File: src/rtl/lsq_mem_port_arbiter.sv
// Shares the single data-memory request port between the load pipe and the store queue drain.
// Optional store starvation guard: define LSQ_ARB_STARVATION_GUARD_EN to enable the load-streak counter.
module lsq_mem_port_arbiter #(
   parameter int MAX_OUTSTANDING = 4,
   parameter int MAX_LOAD_STREAK = 8
) (
   input  logic                                 clk,
   input  logic                                 rst,
   input  logic                                 ld_req_valid,
   output logic                                 ld_req_ready,
   input  logic                                 sq_valid,
   input  logic                                 sq_full,
   input  logic                                 sq_empty,
   output logic                                 sq_pop,
   input  logic                                 fence_req,
   output logic                                 fence_done,
   output logic                                 mem_req_valid,
   output logic                                 mem_req_is_store,
   input  logic                                 mem_req_ready,
   input  logic                                 mem_resp_valid,
   output logic [$clog2(MAX_OUTSTANDING+1)-1:0] outstanding,
   output logic                                 busy
);

   localparam int OW = $clog2(MAX_OUTSTANDING + 1);

   typedef enum logic [1:0] {
      NORMAL = 2'd0,
      DRAIN  = 2'd1,
      DONE   = 2'd2
   } state_t;

   state_t state;

   logic cap;
   logic store_pri;
   logic streak_hit;
   logic sel_store;
   logic sel_load;
   logic accept;
   logic drain_complete;

   // Handshake: a memory request transfers in a cycle where mem_req_valid and mem_req_ready
   // are both high; that same cycle pulses sq_pop or ld_req_ready toward the chosen source.
   assign cap = (outstanding == OW'(MAX_OUTSTANDING));

`ifdef LSQ_ARB_STARVATION_GUARD_EN
   localparam int SW = $clog2(MAX_LOAD_STREAK + 1);

   logic [SW-1:0] streak;

   assign streak_hit = (streak == SW'(MAX_LOAD_STREAK));

   // Counts loads granted past a waiting store; any store grant or idle store queue resets it.
   always_ff @(posedge clk) begin
      if (rst) begin
         streak <= '0;
      end else if (sq_pop || !sq_valid) begin
         streak <= '0;
      end else if (ld_req_ready && !streak_hit) begin
         streak <= streak + SW'(1);
      end
   end
`else
   assign streak_hit = 1'b0;
`endif

   assign store_pri = sq_full | streak_hit;

   always_comb begin
      sel_store = 1'b0;
      sel_load  = 1'b0;
      case (state)
         NORMAL: begin
            sel_store = sq_valid & (store_pri | ~ld_req_valid);
            sel_load  = ~sel_store & ld_req_valid;
         end
         DRAIN: begin
            sel_store = sq_valid;
         end
         default: begin
            sel_store = 1'b0;
            sel_load  = 1'b0;
         end
      endcase
   end

   assign mem_req_valid    = (sel_store | sel_load) & ~cap;
   assign mem_req_is_store = sel_store;
   assign accept           = mem_req_valid & mem_req_ready;
   assign sq_pop           = accept & sel_store;
   assign ld_req_ready     = accept & ~sel_store;

   always_ff @(posedge clk) begin
      if (rst) begin
         outstanding <= '0;
      end else if (accept && !mem_resp_valid) begin
         outstanding <= outstanding + OW'(1);
      end else if (!accept && mem_resp_valid && (outstanding != '0)) begin
         outstanding <= outstanding - OW'(1);
      end
   end

   // The fence is complete only once nothing is queued, in flight, or being issued right now.
   assign drain_complete = sq_empty & (outstanding == '0) & ~accept;

   always_ff @(posedge clk) begin
      if (rst) begin
         state      <= NORMAL;
         fence_done <= 1'b0;
      end else begin
         case (state)
            NORMAL: begin
               fence_done <= 1'b0;
               if (fence_req) begin
                  state <= DRAIN;
               end
            end
            DRAIN: begin
               if (drain_complete) begin
                  state      <= DONE;
                  fence_done <= 1'b1;
               end
            end
            DONE: begin
               state      <= NORMAL;
               fence_done <= 1'b0;
            end
            default: begin
               state      <= NORMAL;
               fence_done <= 1'b0;
            end
         endcase
      end
   end

   assign busy = (state != NORMAL) | (outstanding != '0);

   a_no_resp_when_idle : assert property (@(posedge clk) disable iff (rst)
      !(mem_resp_valid && (outstanding == '0)));

endmodule

File: config.mk
export PLATFORM = sky130hd
export DESIGN_NAME = lsq_mem_port_arbiter
export DESIGN_NICKNAME = d
export VERILOG_FILES = /design/src/rtl/lsq_mem_port_arbiter.sv
export SDC_FILE = /design/constraint.sdc
export NUM_CORES = 1
export LEC_CHECK = 0
export ABC_AREA = 1
export BUFFER_PORTS_ARGS = -buffer_cell sky130_fd_sc_hd__buf_2
export CAP_MARGIN = 20
export CORE_AREA = 2 2 39 41
export CTS_CLUSTER_SIZE = 30
export DETAILED_ROUTE_END_ITERATION = 10
export DIE_AREA = 0 0 41 43
export PLACE_DENSITY_LB_ADDON = 0.2
export SLEW_MARGIN = 20
export SYNTH_ARGS = -nofsm -noshare
export SYNTH_HDL_FRONTEND = slang
export SYNTH_SLANG_ARGS = --single-unit
export TNS_END_PERCENT = 30
File: constraint.sdc
create_clock -name clk -period 2.7 [get_ports clk]
set_clock_uncertainty 0.15 [all_clocks]
set_input_delay 0 -clock clk [delete_from_list [all_inputs] [get_ports clk]]
set_output_delay 0 -clock clk [all_outputs]
set_load 0.1 [all_outputs]
# Yosys cells after proc, flatten, opt, wreduce, memory -nomap -nowiden

Index checks and enable logic that the tools add are counted.

Bits of input ports: 9
Output and inout port bits: 9
Logic and storage cells: 45
Register bits after elaboration: 6

Add/subtract/negate cells: 2
Muxes and demuxes: 7
Bitwise logic cells: 17
Reduce and logical (&&, ||, !) cells: 12
Equal/unequal tests: 4

Operators with widths:

| cell                                                                  | number |
|---|---|
| 1-bit bitwise AND                                                     | 8 |
| 3-bit 2-to-1 mux                                                      | 2 |
| 1-bit inverter                                                        | 6 |
| 2-bit 2-to-1 mux                                                      | 2 |
| 2-bit != test, second input constant                                  | 2 |
| 2-bit case mux with 2 select lines                                    | 1 |
| 2-bit nonzero test                                                    | 2 |
| 3-bit by 1-bit adder with 3-bit output, second input constant         | 1 |
| 3-bit equality test, second input constant                            | 1 |
| 1-bit logical AND                                                     | 3 |
| 3-bit zero test                                                       | 1 |
| 1-bit OR                                                              | 3 |
| 3-bit nonzero test                                                    | 1 |
| 3-bit by 1-bit subtractor with 3-bit output, second input constant    | 1 |
| 2-bit by 1-bit equality test with 1-bit output, second input constant | 1 |
| 1-bit zero test                                                       | 2 |
| 2-bit zero test                                                       | 1 |
| 1-bit case mux with 2 select lines                                    | 1 |
| 2-bit AND reduction                                                   | 1 |
| 2-bit OR reduction                                                    | 1 |
| 1-bit 2-to-1 mux                                                      | 1 |

# Longest topological paths before layout

Depth in word-level cells: 14
Depth in mapped cells: 11
Depth with buffers taken out: 11

# Worst setup path after synthesis

Ideal clock, no wire load.

Kind: flip-flop to output port
Start point: register outstanding[0]
End point: output port ld_req_ready
Path slack: -0.121 ns
Path buffers: 0
Cell stages (with the launch flop): 5
Arrival time: 2.671 ns
Cells stage by stage: dfxtp_1 nor2_2 nand2_2 nand3_2 nor2_1

Word-level cells in the longest chain between the ends: 5

Ends and longest elaborated chain:

| element                  | line | RTL |
|---|---|---|
| start: declaration       | 21   | `output logic [$clog2(MAX_OUTSTANDING+1)-1:0] outstanding,` |
| start signal: assignment | 98   | `outstanding <= outstanding + OW'(1);` |
| start signal: assignment | 100  | `outstanding <= outstanding - OW'(1);` |
| 3-bit equality test      | 45   | `assign cap = (outstanding == OW'(MAX_OUTSTANDING));` |
| 1-bit inverter           | 88   | `assign mem_req_valid = (sel_store \| sel_load) & ~cap;` |
| 1-bit bitwise AND        | 88   |  |
| 1-bit bitwise AND        | 90   | `assign accept = mem_req_valid & mem_req_ready;` |
| 1-bit bitwise AND        | 92   | `assign ld_req_ready = accept & ~sel_store;` |
| end: declaration         | 10   | `output logic ld_req_ready,` |

No other way between the ends.

==> results.yml <==
worst_setup_path:
  cp_max_fo: 4
  rrSetupSlack_ns: 0.75
  r2r_end: "state[0]$_SDFFE_PP0P_"
  path_class: "primary input to flip-flop"
  cp-end-kind: "flip-flop"
  cp.required_ns: 2.73
  worstPathArrival_ns: 2.00
  critPathLaunchType: "primary input"
  r2r-start: "state[1]$_SDFFE_PP0P_"
  r2r_cells: 5
sta:
  final_max_slew_viol_count: 0
  min_period_ns: 1.965
  relSlewSlack: 0.6774
  rsz0062_at_grt: "false"
  finalHoldViolCount: 0
  finalSetupTns_ns: 0
  fmax_ghz: 0.5089
  worst_pin_slew_ns: 0.4873
  fin_crit_sh: 0.7277
  setup_violations: 0
place:
  dpl.hpwl_um: 701.6
  placement.io_buffers: 17
  dp_cells: 89
  place_congestion: 0.6688
power_and_ir_drop:
  switching_share: 0.5903
  p_clk_frac: 0.143
  power.leakage_nw: 0.3016
  p_int_w: 0.0002292
  power_density_nw_per_um2: 947.5
  seq_power_share: 0.218
  total_power_w: 0.0005596
  p_sw_w: 0.0003303
  power_frac_comb: 0.639
  peakVddDrop_mv: 0.3549
synth:
  ys_seq_area_frac: 0.3000
  yosys.area.top_type: "dfxtp_1"
  synth_area_um2: 400.4
  synth.distinct_cells: 18
  postSynthAreaPerCell_um2: 7.150
  yosysTopAreaCellShare: 0.3000
  netlist_top_cells_area: "dfxtp_1 (30%), inv_1 (10%), nand3_1 (7.5%), nand2_1 (7.5%), nor2_1 (6.6%)"
  synth_cells: 56
  yosys_warnings: 0
  synth_fp_nets: 66
  synth-seq-cells: 6
clocking:
  tritoncts: "built"
  postCtsSetupBuffers: 0
  numClockSinks: 6
  clock_latency_ns: 0.24
  clock_path_buffers: 2
  h-tree-depth: 1
  cts_root_buffer: "clkbuf_4"
  clk_pin_slew_ns: 0.04
  cts_buffers: 3
routing:
  final_antenna_net_count: 0
  drt_pass1_iterations: 4
  wl_um: 849
  wl_per_cell_um: 8.663
  dr_total_vias: 414
  vias_per_cell: 4.224
  drt_iter0_drc: 8
  drc: 0
final_layout:
  nets: 94
  drive_gt1_frac: 0.3780
  n_antenna_cell: 0
  regArea_um2: 120.1
  multi_input_area_um2: 237.7
  stdcell_count: 98
  final_cell_mix: "buf_2 (17), inv_1 (11), nand2_1 (8)"
  syn2layout_area_growth_pct: 47.50
  final_common_cell: "buf_2"
  nFillCells: 155
grt:
  track_usage: 0.1179
  grt_pass1_wl_um: 1393
  grt_remaining_overflow: 0
  first_global_vias: 366
  grt_max_degree: 7
  antenna_found_initial: 0
hold_path:
  hold_end: "outstanding[1]$_SDFFE_PP0P_"
  holdPathStages: 4
  hold_class: "primary input to flip-flop"
  hold_start: "mem_resp_valid"
die:
  ios: 18
  rows: 14
  start_util: 0.2893
  die_h_um: 43
  die_area_um2: 1763
  die_width_um: 41
  core_area_um2: 1384
run:
  cap_violations: 0
status:
  status: "finished clean"
per-stage QoR:
| step | util | worst slack [ns] | hold WS [ns] | instance area [µm²] |
|---|---|---|---|---|
| 2_1_floorplan | - | -0.1180 | -0.01176 | 402.9 |
| 3_3_place_gp | 0.3671 | 0.8631 | 0.07750 | 508.0 |
| 3_5_place_dp | 0.3671 | 0.8547 | 0.07480 | 508.0 |
| 4_1_cts | 0.4268 | 0.7384 | 0.02477 | 590.6 |
| 5_1_grt | 0.4268 | 0.6724 | 0.06049 | 590.6 |
| 6_report | 0.4268 | 0.7351 | 0.03244 | 590.6 |
metal layers:
layer,vias up,part of all wire,GRT usage
met5,-,0,0
met4,0,0.011,0.1000
li1,232,-,-
met3,2,0.058,0.01571
met2,11,0.44,0.1656
met1,169,0.49,0.1498
cells by family after synthesis:
logic type / Yosys count / synth area share
fa+ha+maj: 1 / 0.05000
flops: 6 / 0.3000
buf+inv: 12 / 0.1125
compound gates: 6 / 0.1094
simple gates: 31 / 0.4282
final cells by class:
type                            instances  area share
Clock buffer                            3     0.03814
Sequential cell                         6      0.2034
Tap cell                               16     0.03390
Timing Repair Buffer                   23      0.2458
Multi-Input combinational cell         38      0.4025
Inverter                               12     0.07627
power groups by stage:
stage / Combinational, W / Clock [W] / Sequential, W
floorplan: 0.000217 / 0 / 0.000207
global placement: 0.000350 / 0 / 0.000123
detailed placement: 0.000351 / 0 / 0.000124
CTS: 0.000360 / 0.0000849 / 0.000122
global route: 0.000386 / 0.0000867 / 0.000125
finish: 0.000357 / 0.0000801 / 0.000122
flip-flops by register name (all words and copies together), names as in the netlist:
signal and count:
outstanding 3, state 2, fence_done 1
cell usage after synthesis, drive strengths merged:
cell type   n
nor2        8
nand4       2
inv        12
a21oi       4
o21ai       1
o211ai      1
nand2      11
nor3        1
dfxtp       6
fa          1
and2        1
nand3       8
worst max-delay path, cell delays in order:
cell	delay, ns
dlygate4sd3_1	0.53
buf_2	0.12
inv_1	0.12
nand3_1	0.08
dlygate4sd3_1	0.56
nand2_1	0.06
dlygate4sd3_1	0.53
what timing repair did:
item,in CTS,in global routing
hold endpoints to repair,6,0
hold buffers,6,0
resized for setup,0,0
worst max path at each step:
| stage | cells after the start | start | slack (ns) | to |
|---|---|---|---|---|
| finish | 7 | rst | 0.74 | state[0]$_SDFFE_PP0P_ |
| global route | 7 | rst | 0.67 | state[0]$_SDFFE_PP0P_ |
| CTS | 7 | rst | 0.74 | state[0]$_SDFFE_PP0P_ |
| detailed placement | 8 | outstanding[0]$_SDFFE_PP0P_ | 0.85 | outstanding[2]$_SDFFE_PP0P_ |
| global placement | 9 | state[0]$_SDFFE_PP0P_ | 0.86 | outstanding[2]$_SDFFE_PP0P_ |
| floorplan | 4 | outstanding[0]$_SDFFE_PP0P_ | -0.12 | sq_pop |
Note: power is estimated with default switching activity, not from simulation.
